## src/rtl/noc_defs.sv

```systemverilog
// noc_defs: shared flit-type, route and FSM encodings for NoC router stages
package noc_defs;
    localparam int ROUTE_W = 3;
    typedef enum logic [1:0] {FT_BODY = 2'b00, FT_HEAD = 2'b01, FT_TAIL = 2'b10, FT_SINGLE = 2'b11} flit_type_t;
    typedef enum logic [ROUTE_W-1:0] {R_N = 3'd0, R_E = 3'd1, R_S = 3'd2, R_W = 3'd3, R_L = 3'd4} route_t;
    typedef enum logic {S_IDLE, S_PKT} state_t;
endpackage

```

## src/rtl/xy_route_calc.sv

```systemverilog
// xy_route_calc: combinational dimension-ordered (X then Y) route decode with range check
//   dest, router_addr : {x,y} coordinates
//   route             : output port code; out-of-mesh destinations eject locally
//   range_err         : dest lies outside the MESH_X x MESH_Y mesh
module xy_route_calc
    import noc_defs::*;
#(
    parameter int X_W    = 2,
    parameter int Y_W    = 2,
    parameter int MESH_X = 4,
    parameter int MESH_Y = 4
) (
    input  logic [X_W+Y_W-1:0] dest,
    input  logic [X_W+Y_W-1:0] router_addr,
    output route_t             route,
    output logic               range_err
);
    logic [X_W-1:0] dx, rx;
    logic [Y_W-1:0] dy, ry;
    assign {dx, dy} = dest;
    assign {rx, ry} = router_addr;
    assign range_err = 32'(dx) >= MESH_X || 32'(dy) >= MESH_Y;
    assign route = range_err ? R_L :
                   dx > rx   ? R_E :
                   dx < rx   ? R_W :
                   dy > ry   ? R_N :
                   dy < ry   ? R_S : R_L;
endmodule

```

## src/rtl/xy_route_stage.sv

```systemverilog
// xy_route_stage: registered wormhole-aware XY route-compute stage for one router input
//   clk, rst             : clock, asynchronous active-high reset
//   router_addr          : this router's {x,y}
//   in_valid/in_ready    : input handshake, in_flit carries {type, ..., dest}
//   out_valid/out_ready  : output handshake, out_flit = {route, flit}, out_req = one-hot route
//   err                  : one-cycle pulse on protocol or range error
//   pkt_cnt, err_cnt     : saturating packet and error counters
module xy_route_stage
    import noc_defs::*;
#(
    parameter int X_W    = 2,
    parameter int Y_W    = 2,
    parameter int MESH_X = 4,
    parameter int MESH_Y = 4,
    parameter int FLIT_W = 16,
    parameter int CNT_W  = 8
) (
    input  logic                      clk,
    input  logic                      rst,
    input  logic [X_W+Y_W-1:0]        router_addr,
    input  logic                      in_valid,
    output logic                      in_ready,
    input  logic [FLIT_W-1:0]         in_flit,
    output logic                      out_valid,
    input  logic                      out_ready,
    output logic [FLIT_W+ROUTE_W-1:0] out_flit,
    output logic [4:0]                out_req,
    output logic                      err,
    output logic [CNT_W-1:0]          pkt_cnt,
    output logic [CNT_W-1:0]          err_cnt
);
    state_t     state, state_nxt;
    route_t     calc_route, route_held, route_sel;
    flit_type_t ftype;
    logic       range_err, xfer, head_like, fwd, err_now, pkt_done;
    assign ftype     = flit_type_t'(in_flit[FLIT_W-1 -: 2]);
    assign head_like = ftype inside {FT_HEAD, FT_SINGLE};
    assign in_ready  = !out_valid || out_ready;
    assign xfer      = in_valid && in_ready;
    assign out_req   = out_valid ? 5'(1) << out_flit[FLIT_W +: ROUTE_W] : '0;
    xy_route_calc #(.X_W(X_W), .Y_W(Y_W), .MESH_X(MESH_X), .MESH_Y(MESH_Y)) u_calc (
        .dest       (in_flit[X_W+Y_W-1:0]),
        .router_addr(router_addr),
        .route      (calc_route),
        .range_err  (range_err)
    );
    always_ff @(posedge clk or posedge rst)
        if (rst) state <= S_IDLE;
        else     state <= state_nxt;
    // A head/single always restarts routing, even when it interrupts an open packet.
    always_comb
        state_nxt = !xfer     ? state :
                    head_like ? (ftype == FT_HEAD ? S_PKT : S_IDLE) :
                    (state == S_PKT && ftype == FT_TAIL) ? S_IDLE : state;
    // Body/tail arriving with no open packet is consumed but never forwarded.
    always_comb begin
        fwd       = xfer && (head_like || state == S_PKT);
        err_now   = xfer && (head_like ? (state == S_PKT || range_err) : state == S_IDLE);
        pkt_done  = xfer && (ftype == FT_SINGLE || (ftype == FT_TAIL && state == S_PKT));
        route_sel = head_like ? calc_route : route_held;
    end
    always_ff @(posedge clk or posedge rst)
        if (rst) route_held <= R_L;
        else if (xfer && ftype == FT_HEAD) route_held <= calc_route;
    always_ff @(posedge clk or posedge rst)
        if (rst) begin
            out_valid <= 1'b0;
            out_flit  <= '0;
            err       <= 1'b0;
            pkt_cnt   <= '0;
            err_cnt   <= '0;
        end else begin
            if (in_ready) out_valid <= fwd;
            if (fwd) out_flit <= {route_sel, in_flit};
            err <= err_now;
            if (pkt_done && pkt_cnt != '1) pkt_cnt <= pkt_cnt + 1'b1;
            if (err_now && err_cnt != '1) err_cnt <= err_cnt + 1'b1;
        end
endmodule
```

## config.mk

```make
export PLATFORM = sky130hd
export DESIGN_NAME = xy_route_stage
export DESIGN_NICKNAME = d
export VERILOG_FILES = /design/src/rtl/noc_defs.sv /design/src/rtl/xy_route_calc.sv /design/src/rtl/xy_route_stage.sv
export SDC_FILE = /design/constraint.sdc
export NUM_CORES = 1
export LEC_CHECK = 0
export BUFFER_PORTS_ARGS = -buffer_cell sky130_fd_sc_hd__buf_2
export CORE_UTILIZATION = 45
export DETAILED_ROUTE_END_ITERATION = 6
export PLACE_DENSITY = 0.76
export SKIP_CTS_REPAIR_TIMING = 1
export SYNTH_ARGS = -nofsm -noshare
export SYNTH_HDL_FRONTEND = slang
export SYNTH_SLANG_ARGS = --single-unit
```

## constraint.sdc

```tcl
create_clock -name clk -period 2 [get_ports clk]
set_clock_uncertainty 0.2 [all_clocks]
set_input_delay 0.4 -clock clk [delete_from_list [all_inputs] [get_ports clk]]
set_output_delay 0.4 -clock clk [all_outputs]
set_load 0.005 [all_outputs]
```

==> key figures <==
Status
  • Status: completed

Worst setup path
  • Critical path origin: out_valid
  • Max stage delay on crit path: 0.35 ns
  • Critical path arrival: 1.34 ns
  • WP data required: 1.40 ns
  • CP cell instances: nor2b_1 -> inv_2 -> buf_4 -> buf_2
  • Worst Setup End Kind: output pin
  • Capture point of the worst path: in_ready
  • CP max stage cell: dfrtp_1
  • Crit path depth: 4
  • Reg2Reg Depth: 5
  • CP startpoint kind: flip-flop
  • Crit Reg-Reg Endpoint: err_cnt[7]
  • Worst-path fanout max: 5
  • CP bufs+invs: 3
  • Delay-heaviest family, CP: flip-flops
  • Setup CP Type: flip-flop to output pin
  • Worst R2R Setup Slack: 0.06 ns
  • FF-to-FF Start: state

Synth
  • Post-synthesis mux area share: 4.633%
  • Sequential-to-total area share from yosys stat: 52.83%
  • #FFs+latches synth: between 40 and 50
  • Compound-gate portion of the synthesized area: 5.663%
  • Simple-gate share of the synthesized area: around 25%
  • Syn avg cell area: between 9 and 10 µm²
  • Cells after synthesis: 200
  • Post-Synth Adder-Cell Area: 4.505%
  • Distinct cells, synth: 35
  • Synthesized Nets: roughly 230
  • Synthesized area: about 1900 µm²
  • Largest family of logic cells by synthesized area: simple AND/OR/NAND/NOR gates
  • Post-Synth XOR/XNOR Area: 4.505%
  • Syn. warnings: 0

Placement
  • Hpwl dp: between 2000 and 3000 µm
  • GPL Wtd Cong: 0.8250
  • Port buffer count: 66
  • Placed cell area: approximately 2400 µm²

STA
  • Setup_tns: 0 ns
  • Post-layout min period: 1.935 ns
  • Slew headroom: between 60 and 70%
  • Unrepaired setup endpoints after global routing: yes
  • Max frequency: roughly 520 MHz
  • Worst-margin pin slew: 0.5009 ns
  • Final Max Slew Viols: 0
  • Final setup violation count: 0
  • Hold Fails Final Rpt: 0
  • Hold_ws: about 0.016 ns
  • Final worst-path cycle share: 96.75%

Clock tree
  • Reg clk slew, reported paths: 0.08 ns
  • Clock buffer depth: 2
  • Clk_lat worst skew: roughly 0.28 ns
  • TritonCTS buffer count: 5
  • CTS sink cnt: 41
  • Clock root buffer: clkbuf_8
  • Number of H-tree levels: 2
  • CTS tree: built

Power
  • Total power: about 0.0025 W
  • VDD IR max: between 0.0006 and 0.0007 V
  • Leakage power: between 1 and 1.5 nW
  • NetSw: approximately 0.00084 W
  • Switch share: roughly a third
  • Seq pwr share: between 50 and 60%
  • Combinational power share: between 20% and 30%
  • Clk pwr share: about a fifth
  • Power density over cell area: approximately 1000 nW/µm²
  • P_int: 0.001677 W

Die
  • Die X-Extent: just under 70 µm
  • Site Rows: 23
  • Core Footprint: a little over 4000 µm²
  • Die area: around 4600 µm²
  • Initial Util: between 40% and 50%
  • Die height: a little under 70 µm
  • I/O Pins: 67

GRT
  • All-Layer GR Usage: about 18%
  • Largest net degree at the start of global routing: 42
  • Gr ovfl total: 0
  • First-pass GRT wire length: between 6000 and 7000 µm
  • Antenna violations before repair: 0
  • Vias in the first global route: 1426

Hold path
  • HP Class: input port to async pin

Layout
  • Utilization after layout: between 60 and 70%
  • Most frequent cells in the layout: buf_2 (66), nand2_1 (55), dfrtp_1 (40)
  • Commonest non-fill, non-tap cell in the layout: buf_2
  • Layout cells sized above 1: between 30% and 40%
  • Cell area after layout: about 2500 µm²
  • Fin nets: 314
  • Layout area overhead: 29.67%
  • # diodes: 0
  • FILL cells: 365

Routing
  • Initial DRT Pass Iterations: 4
  • Initial drt markers: 54
  • Avg WL per Cell: 11.51 µm
  • Via/cell ratio: just under 5
  • DRC: 0
  • WL final: slightly below 4000 µm
  • ANT nets after route: 0
  • Vias: about 1600

Flow run
  • Max cap viols: 0
layer usage:
| metal | global-route usage, % | vias to the layer above | routed length [µm] |
|---|---|---|---|
| li1 | - | 838 | - |
| met1 | 22.27 | 753 | 1753 |
| met2 | 31.44 | 46 | 1846 |
| met3 | 4.899 | 4 | 211 |
| met4 | 5.585 | 0 | 35 |
| met5 | 0 | - | 0 |
worst min-delay path: cells and delay by family:
family                 cells  cell delay [ns]
buffers and inverters      3             0.55
cell families (layout without fill, tap and decap cells):
family	after synthesis	in the layout
multiplexers	8	8
AO/OA/AOI/OAI	17	17
buffers and inverters	16	100
adder cells (fa/ha/maj)	7	7
XOR/XNOR	10	10
flip-flops	41	41
AND/OR/NAND/NOR	101	101
final cells by class:
type                            instances  area [µm²]  share of cell area (%)
Multi-Input combinational cell        143       868.3                   34.44
Clock inverter                          2       10.01                  0.3970
Tap cell                               50       62.56                   2.481
Inverter                               12       45.04                   1.787
Sequential cell                        41        1027                   40.74
Timing Repair Buffer                   80       435.4                   17.27
Clock buffer                            6       72.57                   2.878
flip-flops by register name (all words and copies together), names as in the netlist:
name        flops
err_cnt         8
pkt_cnt         8
route_held      3
out_flit       19
out_valid       1
err             1
state           1
Yosys cell counts:
master | n | share of area [%]
nand2_1 | 55 | 11
dfrtp_1 | 40 | 51
nand3_1 | 11 | 2.8
inv_1 | 9 | 1.7
nor3_1 | 8 | 2.1
xor2_1 | 8 | 3.6
ha_1 | 7 | 4.5
nor2_1 | 7 | 1.4
mux2_2 | 6 | 3.5
o21ai_0 | 6 | 1.5
nor2b_1 | 5 | 1.6
a21oi_1 | 3 | 0.77
buf_2 | 3 | 0.77
inv_2 | 3 | 0.58
nand2b_1 | 3 | 0.97
a31oi_1 | 2 | 0.64
and3_1 | 2 | 0.64
and4_1 | 2 | 0.90
mux2_1 | 2 | 1.2
nor4_1 | 2 | 0.64
xnor2_1 | 2 | 0.90
a2111oi_0 | 1 | 0.45
a211oi_1 | 1 | 0.39
a21o_1 | 1 | 0.39
and3b_1 | 1 | 0.45
clkbuf_1 | 1 | 0.19
dfstp_2 | 1 | 1.4
nor3b_1 | 1 | 0.39
nor4_2 | 1 | 0.64
o2111ai_2 | 1 | 0.77
o21ai_1 | 1 | 0.26
o32ai_1 | 1 | 0.45
or3_1 | 1 | 0.32
or3_4 | 1 | 0.58
or4_4 | 1 | 0.58
worst min path at each step:
stage	endpoint	from	slack, ns	cells past startpoint
4_1_cts	pkt_cnt[7]	rst	0.04	3
6_report	err_cnt[6]	rst	0.02	3
3_5_place_dp	out_flit[8]	out_flit[8]	0.26	2
3_3_place_gp	out_flit[13]	out_flit[13]	0.25	2
5_1_grt	err_cnt[6]	rst	0.07	3
2_1_floorplan	route_held[0]	route_held[0]	0.25	2
through the flow:
step / worst slack (ns) / instances
after floorplan: 0.05536 / 200
after global placement: -0.06266 / 326
after detailed placement: -0.09939 / 326
after CTS: 0.03857 / 334
after global routing: -0.005364 / 334
final: 0.06492 / 334
power groups by stage:
| stage | Combinational [W] | Sequential (W) | Clock, W |
|---|---|---|---|
| after global routing | 0.000858 | 0.00131 | 0.000561 |
| after floorplan | 0.000370 | 0.00128 | 0 |
| after CTS | 0.000748 | 0.00128 | 0.000526 |
| after global placement | 0.000722 | 0.00128 | 0 |
| final | 0.000741 | 0.00128 | 0.000505 |
| after detailed placement | 0.000749 | 0.00129 | 0 |
(Power assumes the default switching activity.)
